--- config.mk ---
export PLATFORM = sky130hd
export DESIGN_NAME = oport_capture
export DESIGN_NICKNAME = d
export VERILOG_FILES = /design/src/rtl/oport_pkg.sv /design/src/rtl/sync_fifo.sv /design/src/rtl/oport_capture.sv
export SDC_FILE = /design/constraint.sdc
export NUM_CORES = 1
export LEC_CHECK = 0
export CORE_UTILIZATION = 40
export DETAILED_ROUTE_END_ITERATION = 10
export PLACE_DENSITY = 0.54
export SLEW_MARGIN = 15
export SYNTH_ARGS = -nofsm -noshare
export SYNTH_HDL_FRONTEND = slang
export SYNTH_SLANG_ARGS = --single-unit
--- constraint.sdc ---
create_clock -name clk -period 7.45 [get_ports clk]
set_input_delay 1.49 -clock clk [delete_from_list [all_inputs] [get_ports clk]]
set_output_delay 1.49 -clock clk [all_outputs]
set_load 0.02 [all_outputs]
--- src/rtl/oport_pkg.sv ---
// ============================================================================
// oport_pkg : shared tags and width helpers for the output-port capture path
// Rev 1.0
// ============================================================================
`default_nettype none

package oport_pkg;

    localparam logic TAG_DATA = 1'b0;
    localparam logic TAG_HALT = 1'b1;

    function automatic int entry_w(input int port_w);
        return port_w + 1;
    endfunction

    function automatic int ptr_w(input int depth);
        return $clog2(depth);
    endfunction

endpackage

`default_nettype wire

--- src/rtl/sync_fifo.sv ---
// ============================================================================
// sync_fifo : single-clock FIFO with show-ahead head read and wrap-bit pointers
// Rev 1.0
// ============================================================================
`default_nettype none

module sync_fifo
    import oport_pkg::*;
#(
    parameter int WIDTH = 9,
    parameter int DEPTH = 16
) (
    input  logic                     clk,
    input  logic                     reset,
    input  logic                     push,
    input  logic [WIDTH-1:0]         push_data,
    input  logic                     pop,
    output logic                     full,
    output logic                     empty,
    output logic [ptr_w(DEPTH):0]    level,
    output logic [WIDTH-1:0]         rd_data
);

    localparam int AW = ptr_w(DEPTH);

    logic [WIDTH-1:0] r_mem [DEPTH];
    logic [AW:0]      r_wr_ptr;
    logic [AW:0]      r_rd_ptr;
    logic             w_do_push;
    logic             w_do_pop;

    // Extra wrap bit: equal indices with differing wrap bits means full.
    assign empty = (r_wr_ptr == r_rd_ptr);
    assign full  = (r_wr_ptr[AW] != r_rd_ptr[AW]) &&
                   (r_wr_ptr[AW-1:0] == r_rd_ptr[AW-1:0]);

    assign w_do_pop  = pop & ~empty;
    assign w_do_push = push & (~full | w_do_pop);

    assign level   = r_wr_ptr - r_rd_ptr;
    assign rd_data = r_mem[r_rd_ptr[AW-1:0]];

    always_ff @(posedge clk or posedge reset) begin
        if (reset) begin
            r_wr_ptr <= '0;
            r_rd_ptr <= '0;
            for (int i = 0; i < DEPTH; i++) begin
                r_mem[i] <= '0;
            end
        end else begin
            if (w_do_push) begin
                r_mem[r_wr_ptr[AW-1:0]] <= push_data;
                r_wr_ptr                <= r_wr_ptr + 1'b1;
            end
            if (w_do_pop) begin
                r_rd_ptr <= r_rd_ptr + 1'b1;
            end
        end
    end

endmodule

`default_nettype wire

--- src/rtl/oport_capture.sv ---
// ============================================================================
// oport_capture : records output-port changes and halt markers into a FIFO
// Rev 1.0
// ============================================================================
`default_nettype none

module oport_capture
    import oport_pkg::*;
#(
    parameter int DEPTH  = 16,
    parameter int PORT_W = 8
) (
    input  logic                     clk,
    input  logic                     reset,
    input  logic [PORT_W-1:0]        oport,
    input  logic                     c_halt,
    output logic [PORT_W:0]          out_data,
    output logic                     out_valid,
    input  logic                     out_ready,
    output logic [ptr_w(DEPTH):0]    level,
    output logic                     overflow,
    output logic [7:0]               drop_count
);

    localparam int EW = entry_w(PORT_W);

    logic [PORT_W-1:0] r_last_port;
    logic              r_halt_q;
    logic              r_halt_pend;
    logic              r_overflow;
    logic [7:0]        r_drop_count;

    logic              w_data_ev;
    logic              w_halt_ev;
    logic              w_from_pend;
    logic              w_push;
    logic [EW-1:0]     w_push_data;
    logic              w_pop;
    logic              w_full;
    logic              w_empty;
    logic              w_rejected;
    logic              w_drop;

    assign w_data_ev   = (oport != r_last_port);
    assign w_halt_ev   = c_halt & ~r_halt_q;
    assign w_from_pend = ~w_data_ev & r_halt_pend;

    assign w_push      = w_data_ev | r_halt_pend | w_halt_ev;
    assign w_push_data = w_data_ev ? {TAG_DATA, oport} : {TAG_HALT, r_last_port};

    assign w_pop       = out_valid & out_ready;
    assign w_rejected  = w_full & ~w_pop;
    // A deferred marker is retried rather than lost, so it never counts as a drop.
    assign w_drop      = w_push & w_rejected & ~w_from_pend;

    always_ff @(posedge clk or posedge reset) begin
        if (reset) begin
            r_last_port  <= '0;
            r_halt_q     <= 1'b0;
            r_halt_pend  <= 1'b0;
            r_overflow   <= 1'b0;
            r_drop_count <= '0;
        end else begin
            r_last_port <= oport;
            r_halt_q    <= c_halt;

            if (w_data_ev) begin
                r_halt_pend <= r_halt_pend | w_halt_ev;
            end else if (w_from_pend) begin
                r_halt_pend <= w_rejected;
            end else begin
                r_halt_pend <= 1'b0;
            end

            if (w_drop) begin
                r_overflow <= 1'b1;
                if (r_drop_count != 8'hFF) begin
                    r_drop_count <= r_drop_count + 8'd1;
                end
            end
        end
    end

    sync_fifo #(
        .WIDTH (EW),
        .DEPTH (DEPTH)
    ) u_fifo (
        .clk       (clk),
        .reset     (reset),
        .push      (w_push),
        .push_data (w_push_data),
        .pop       (w_pop),
        .full      (w_full),
        .empty     (w_empty),
        .level     (level),
        .rd_data   (out_data)
    );

    assign out_valid  = ~w_empty;
    assign overflow   = r_overflow;
    assign drop_count = r_drop_count;

endmodule

`default_nettype wire

==> Word level (Yosys, flattened, before mapping) <==
Index checks and enable logic that the tools add are counted.
{ "totals": {"romBits": 0, "ramBits": 0, "n_memories": 0, "output_inout_bits": 24, "ff_bits": 173, "latchBits": 0, "in_bits": 12, "word_cells": 67} }
{ "classes": {"shifts": 0, "multipliers": 0, "n_reduce_logical": 3, "add_sub_neg": 4, "n_eq_ne": 5, "n_bitwise": 20, "muxes": 9, "div": 0, "n_lt_le_gt_ge": 3} }
{ "op_table": {"columns": ["op", "n"], "rows": [
  ["bitwise mux 144 bit", 1],
  ["binary-select mux 9 bit (select 4 bit)", 1],
  ["demux 9 bit (select 4 bit)", 1],
  ["two-way mux 9 bit", 4],
  ["adder 5 x 1 -> 5 bit (second input constant)", 2],
  [">= comparator 5 bit (second input constant)", 2],
  ["inverter 4 -> 5 bit", 2],
  ["adder 8 x 1 -> 8 bit (second input constant)", 1],
  ["bitwise AND 1 bit", 8],
  ["inequality test 8 bit", 1],
  ["inequality test 8 bit (second input constant)", 1],
  ["inverter 1 bit", 6],
  ["== test 5 bit", 1],
  ["< comparator 5 x 1 -> 1 bit (second input constant)", 1],
  ["subtractor 5 bit", 1],
  ["== test 4 bit", 1],
  ["OR 1 bit", 4],
  ["logical AND 1 bit", 2],
  ["two-way mux 1 bit", 2],
  ["AND reduction 2 bit", 1],
  ["inequality test 1 bit", 1]
]} }

==> Depth between registers and ports, before layout <==
{ "depth": {"word_depth": 8, "depth_mapped": 11, "depth_no_buf": 7} }

==> Cells and area by module <==
From an unflattened synthesis, not the netlist that was laid out.
{ "hier_totals": {"hier_cells": 556, "hier_area_um2": 8216.6} }
{ "by_module_without_submodules": {"columns": ["mod", "area_per_inst_um2", "n_inst", "seq_area_each_um2", "cells_per_inst"], "rows": [
  ["sync_fifo", 7358.3, 1, 3853.7, 479],
  ["oport_capture", 858.3, 1, 475.5, 77]
]} }

==> Worst setup path after synthesis <==
OpenSTA, ideal clock, no wires.
{ "synth_timing": {"path_kind": "register to output", "from": "reg u_fifo.r_rd_ptr[1]", "to": "out level[4]", "path_stages_with_launch": 8, "slack_ps": 3776, "n_path_buf": 2, "required_time_ps": 5960, "arrival_ps": 2184, "cell_sequence": "dfrtp_1 > clkbuf_1 > clkbuf_1 > inv_1 > fa_1 > a21o_1 > a21oi_1 > xnor2_1"} }
{ "synth_between": {"elab_chain_cells": 1} }
{ "synth_lines": {"columns": ["item", "line_no", "text"], "rows": [
  ["from (decl)", "sync_fifo.sv:28", "logic [AW:0] r_rd_ptr;"],
  ["from (signal assigned)", "sync_fifo.sv:56", "r_rd_ptr <= r_rd_ptr + 1'b1;"],
  ["subtractor 5 bit", "sync_fifo.sv:40", "assign level = r_wr_ptr - r_rd_ptr;"],
  ["to (decl)", "oport_capture.sv:20", "output logic [ptr_w(DEPTH):0] level,"]
]} }
Every way passes these cells.

==> Worst setup path after layout <==
{ "layout_timing": {"from": "reg u_fifo.r_rd_ptr[1]", "to": "out out_data[6]"} }
{ "layout_between": {"elab_chain_cells": 4} }
{ "layout_lines": {"columns": ["item", "line_no", "text"], "rows": [
  ["inverter 4 -> 5 bit (implied by the code)", "sync_fifo.sv:41", "assign rd_data = r_mem[r_rd_ptr[AW-1:0]];"],
  ["binary-select mux 9 bit (select 4 bit)", "sync_fifo.sv:41", null],
  ["two-way mux 9 bit (implied by the code) (2 in series)", "sync_fifo.sv:41", null],
  ["to (decl)", "oport_capture.sv:17", "output logic [PORT_W:0] out_data,"]
]} }
Every way passes these cells. The select of a mux whose other input is x is not followed.

==> impl_results.html <==
<table>
<tr><th>Metric</th><th>Value</th></tr>
<tr><th colspan="2">Clocking</th></tr>
<tr><td>Clock transition at path regs</td><td>70 ps</td></tr>
<tr><td>Clock Latency Late Sink</td><td>430 ps</td></tr>
<tr><td>Clock Sinks</td><td>173</td></tr>
<tr><td>Number of clock buffers inserted by TritonCTS</td><td>17</td></tr>
<tr><td>Post-CTS Hold Buffers</td><td>0</td></tr>
<tr><td>Maximum clock path buffer count</td><td>2</td></tr>
<tr><td>Cells resized by post-CTS repair</td><td>0</td></tr>
<tr><td>Cell at the root of the clock tree</td><td>sky130_fd_sc_hd__clkbuf_16</td></tr>
<tr><td>CTS tree</td><td>yes</td></tr>
<tr><td>H-Tree Level Count</td><td>4</td></tr>
<tr><td>Number of setup buffers added after CTS</td><td>0</td></tr>
<tr><th colspan="2">Synth</th></tr>
<tr><td>Share of cell area taken by muxes after synthesis</td><td>between 30% and 40%</td></tr>
<tr><td>Number of enable flip-flop cells after synthesis</td><td>0</td></tr>
<tr><td>Main combinational cell family by area after synthesis</td><td>multiplexers</td></tr>
<tr><td>Synth Area in Simple Gates</td><td>about 4.8%</td></tr>
<tr><td>Gate count of the mapped netlist</td><td>537</td></tr>
<tr><td>Main synth FF type</td><td>sky130_fd_sc_hd__dfrtp_1</td></tr>
<tr><td>Proportion of netlist area held by the largest area contributor</td><td>52.5%</td></tr>
<tr><td>Post-synthesis net count</td><td>560</td></tr>
<tr><td>Unique masters post-synth</td><td>45</td></tr>
<tr><td>Total number of yosys warnings</td><td>0</td></tr>
<tr><td>Leading cell types by total area after synthesis</td><td>sky130_fd_sc_hd__dfrtp_1 (53%), sky130_fd_sc_hd__mux4_2 (12%), sky130_fd_sc_hd__mux2_2 (7.9%)</td></tr>
<tr><td>Syn Std Cell Area</td><td>8240 um^2</td></tr>
<tr><td>Share of flip-flops with an asynchronous set or reset</td><td>100%</td></tr>
<tr><td>Share of synthesized cell area in full adder, half adder and majority cells</td><td>approximately 1.8%</td></tr>
<tr><td>Post-synth top area cell</td><td>sky130_fd_sc_hd__dfrtp_1</td></tr>
<tr><td>Post-Synth XOR/XNOR Area</td><td>2.85%</td></tr>
<tr><td>Complex-gate fraction of the synthesized area</td><td>~3.4%</td></tr>
<tr><td>Sequential area share after synthesis</td><td>52.5%</td></tr>
<tr><td>Synth Register Bits</td><td>173</td></tr>
<tr><td>Mean post-synth cell area</td><td>roughly 15 um^2</td></tr>
<tr><th colspan="2">STA</th></tr>
<tr><td>Setup violators final</td><td>0</td></tr>
<tr><td>Setup ws final</td><td>2480 ps</td></tr>
<tr><td>Max transition margin</td><td>a little over a quarter</td></tr>
<tr><td>Worst clock skew</td><td>10.2 ps</td></tr>
<tr><td>Slew at the pin closest to its max-slew limit</td><td>1110 ps</td></tr>
<tr><td>Clock period minus worst slack</td><td>4970 ps</td></tr>
<tr><td>Total count of max-transition violations in the final report</td><td>0</td></tr>
<tr><td>Setup repair after global routing missed its margin</td><td>no</td></tr>
<tr><td>Peak clock frequency supported by timing</td><td>201 MHz</td></tr>
<tr><td>Final worst-path cycle share</td><td>66.8%</td></tr>
<tr><td>Final hold violation count</td><td>0</td></tr>
<tr><td>Accumulated negative setup slack</td><td>0 ps</td></tr>
<tr><th colspan="2">Place</th></tr>
<tr><td>Cell area after placement</td><td>8750 um^2</td></tr>
<tr><td>Estimated wirelength of the detail-placed design</td><td>11.8 mm</td></tr>
<tr><td>Final weighted congestion in routability-driven placement</td><td>0.765</td></tr>
<tr><td>Worst setup timing slack at the placement stage</td><td>2880 ps</td></tr>
<tr><td>Total of buffers placed on input and output ports</td><td>35</td></tr>
<tr><th colspan="2">Critical path</th></tr>
<tr><td>Capturing element type of the critical path</td><td>output pin</td></tr>
<tr><td>Count of cells along the worst register-to-register path</td><td>7</td></tr>
<tr><td>Slowest stage delay, CP</td><td>1070 ps</td></tr>
<tr><td>Cell repeated most along the worst path</td><td>sky130_fd_sc_hd__mux4_2</td></tr>
<tr><td>Slowest stage cell on the critical path</td><td>sky130_fd_sc_hd__dfrtp_1</td></tr>
<tr><td>Worst setup path class</td><td>flip-flop to output pin</td></tr>
<tr><td>Maximum fanout encountered on the critical timing path</td><td>21</td></tr>
<tr><td>Buf/Inv on CP</td><td>2</td></tr>
<tr><td>Category of cells accounting for the largest share of critical-path delay</td><td>flip-flops</td></tr>
<tr><td>Levels on crit path</td><td>4</td></tr>
<tr><td>Sort of element at the start of the critical path</td><td>flip-flop</td></tr>
<tr><td>Data required, critical path</td><td>5960 ps</td></tr>
<tr><td>Cell-by-cell trace of the critical path</td><td>buf_4, mux4_2, mux4_2, clkdlybuf4s50_1</td></tr>
<tr><td>Critical Path AT</td><td>3480 ps</td></tr>
<tr><th colspan="2">Floorplan</th></tr>
<tr><td>Initial standard-cell utilization of the core</td><td>40.7%</td></tr>
<tr><td>Height of the chip</td><td>roughly 150 um</td></tr>
<tr><td>Number of core rows</td><td>52</td></tr>
<tr><td>Die Width</td><td>roughly 150 um</td></tr>
<tr><td>Top Ports</td><td>36</td></tr>
<tr><td>Placeable core region</td><td>~20,000 um^2</td></tr>
<tr><td>Total Die Area</td><td>21,200 um^2</td></tr>
<tr><th colspan="2">Worst hold path</th></tr>
<tr><td>Number of cells traversed by the worst hold path</td><td>1</td></tr>
<tr><td>Worst hold path class</td><td>flip-flop to flip-flop</td></tr>
<tr><th colspan="2">Global route</th></tr>
<tr><td>Largest net degree at the start of global routing</td><td>72</td></tr>
<tr><td>First-pass GRT wire length</td><td>30.2 mm</td></tr>
<tr><td>Global-route usage over all layers</td><td>19.3%</td></tr>
<tr><td>Vias in the first global route</td><td>4,947</td></tr>
<tr><td>Grt total ovfl</td><td>0</td></tr>
<tr><td>Number of antenna violations at the first check in global routing</td><td>0</td></tr>
<tr><th colspan="2">Detailed routing</th></tr>
<tr><td>Ratio of routed vias to standard cells</td><td>5.57</td></tr>
<tr><td>Detailed-route wire length per cell</td><td>22.7 um</td></tr>
<tr><td>Post-DRT Antenna Nets</td><td>0</td></tr>
<tr><td>Remaining DRCs</td><td>0</td></tr>
<tr><td>First-pass iteration count of the detailed router</td><td>4</td></tr>
<tr><td>Detailed-route wire length</td><td>18.9 mm</td></tr>
<tr><td>Via count</td><td>~4,600</td></tr>
<tr><td>Drt first-iter violations</td><td>202</td></tr>
<tr><th colspan="2">Pwr</th></tr>
<tr><td>Maximum vdd ir drop</td><td>176 uV</td></tr>
<tr><td>Switching pwr</td><td>1620 uW</td></tr>
<tr><td>Cell internal pwr</td><td>~3100 uW</td></tr>
<tr><td>Total power draw</td><td>4730 uW</td></tr>
<tr><td>Leakage</td><td>0.00389 uW</td></tr>
<tr><td>Pwr dens</td><td>505 nW/um^2</td></tr>
<tr><td>Combinational group share of total power</td><td>44.9%</td></tr>
<tr><td>Clock share of power</td><td>between 10% and 20%</td></tr>
<tr><td>Portion of total power attributed to sequential cells</td><td>35.6%</td></tr>
<tr><td>Sw Ratio</td><td>34.2%</td></tr>
<tr><th colspan="2">Final layout</th></tr>
<tr><td>Commonest cells after routing, fill and taps aside</td><td>sky130_fd_sc_hd__dfrtp_1 (172), sky130_fd_sc_hd__mux2_2 (58), sky130_fd_sc_hd__mux4_2 (45)</td></tr>
<tr><td># nets final</td><td>573</td></tr>
<tr><td>Final standard cell utilization of the core</td><td>46.3%</td></tr>
<tr><td>Post-synthesis to final-layout area growth</td><td>13.7%</td></tr>
<tr><td>Share of final-layout standard cells stronger than drive strength 1</td><td>33.9%</td></tr>
<tr><td>Antenna cells</td><td>0</td></tr>
<tr><td>Post-route design area</td><td>9370 um^2</td></tr>
<tr><td>Most frequent standard cell in the layout excluding fill and tap cells</td><td>sky130_fd_sc_hd__dfrtp_1</td></tr>
<tr><th colspan="2">Run status</th></tr>
<tr><td>Run status</td><td>completed</td></tr>
<tr><th colspan="2">Job</th></tr>
<tr><td>Max-cap violation count</td><td>0</td></tr>
</table>
routing by layer:
| metal | part of all wire [%] | wire length, um | global-route usage [%] |
|---|---|---|---|
| met5 | 0 | 0 | 0 |
| met2 | 49 | 9350 | 31.1 |
| met4 | 1.8 | 340 | 6.79 |
| met3 | 3.6 | 673 | 4.14 |
| met1 | 45 | 8580 | 26.0 |
power groups by stage:
stage / Combinational, uW / Sequential (uW) / Clock, uW
after detailed placement: 2150 / 1690 / 0
after global placement: 2120 / 1670 / 0
final: 2120 / 1680 / 925
after CTS: 2160 / 1680 / 947
after global routing: 2270 / 1740 / 987
after floorplan: 1600 / 1580 / 0
stage by stage:
step                      cells  hold WS (ps)
after floorplan             537           452
after global placement      801           445
after detailed placement    801           467
after CTS                   833           483
after global routing        833           498
final                       833           474
synthesized netlist by cell type (2+ instances only):
cell type	number
sky130_fd_sc_hd__clkbuf_1	22
sky130_fd_sc_hd__a21oi_1	3
sky130_fd_sc_hd__nor2_1	4
sky130_fd_sc_hd__dfrtp_1	173
sky130_fd_sc_hd__buf_6	4
sky130_fd_sc_hd__a31oi_1	33
sky130_fd_sc_hd__buf_4	2
sky130_fd_sc_hd__nand2_1	6
sky130_fd_sc_hd__and2_1	2
sky130_fd_sc_hd__nor4_4	2
sky130_fd_sc_hd__mux2_4	32
sky130_fd_sc_hd__mux2_1	40
sky130_fd_sc_hd__ha_1	10
sky130_fd_sc_hd__nor3_1	2
sky130_fd_sc_hd__and3_2	2
sky130_fd_sc_hd__mux4_2	45
sky130_fd_sc_hd__and3_1	13
sky130_fd_sc_hd__a21o_1	3
sky130_fd_sc_hd__nand3_1	6
sky130_fd_sc_hd__mux2_2	58
sky130_fd_sc_hd__xor2_1	11
sky130_fd_sc_hd__buf_2	16
sky130_fd_sc_hd__inv_1	8
sky130_fd_sc_hd__xnor2_1	14
sky130_fd_sc_hd__and3_4	3
sky130_fd_sc_hd__nand4_1	4
final cells by class:
class	instances	area (um^2)
clock inverters	14	183
inverters	9	38.8
well taps	270	338
clock buffers	18	429
multi-input cells	310	3670
repair buffers	39	380
fillers	1753	10900
flip-flops and latches	173	4330
kinds of logic after synthesis:
| logic type | count (synthesis) |
|---|---|
| DFF | 173 |
| muxes | 175 |
| adders and majority gates | 11 |
| xor gates and xnor gates | 26 |
| AOI/OAI and AO/OA | 44 |
| and+or+nand+nor | 54 |
| buffers and inverters | 54 |
sequential cells by signal, summed over array words and instances, names as in the netlist:
| register | cells |
|---|---|
| r_last_port | 8 |
| drop_count | 8 |
| u_fifo.r_wr_ptr | 5 |
| overflow | 1 |
| u_fifo.r_mem | 144 |
| r_halt_pend | 1 |
| r_halt_q | 1 |
| u_fifo.r_rd_ptr | 5 |
worst reg2reg max path, cell delays in order (launching register included):
cell                      delay [ps]
sky130_fd_sc_hd__dfrtp_1        1070
sky130_fd_sc_hd__inv_1           270
sky130_fd_sc_hd__ha_1            400
sky130_fd_sc_hd__nand4_2         150
sky130_fd_sc_hd__o31ai_1         120
sky130_fd_sc_hd__nor2_1          610
sky130_fd_sc_hd__and3_1          770
sky130_fd_sc_hd__mux2_2          420
worst paths after layout:
path | from | slack, ps | to
setup reg to reg | u_fifo.r_rd_ptr[1]$_DFFE_PP0P_ | 3540 | u_fifo.r_mem[72]$_DFFE_PP0P_
setup / recovery | u_fifo.r_rd_ptr[1]$_DFFE_PP0P_ | 2480 | out_data[6]
hold reg to reg | overflow$_DFFE_PP0P_ | 470 | overflow$_DFFE_PP0P_
min in group asynchronous | reset | 1460 | u_fifo.r_mem[126]$_DFFE_PP0P_
max in group asynchronous | reset | 4690 | u_fifo.r_mem[142]$_DFFE_PP0P_
hold / removal | overflow$_DFFE_PP0P_ | 470 | overflow$_DFFE_PP0P_
No activity file was read; power rests on OpenSTA's default activity.
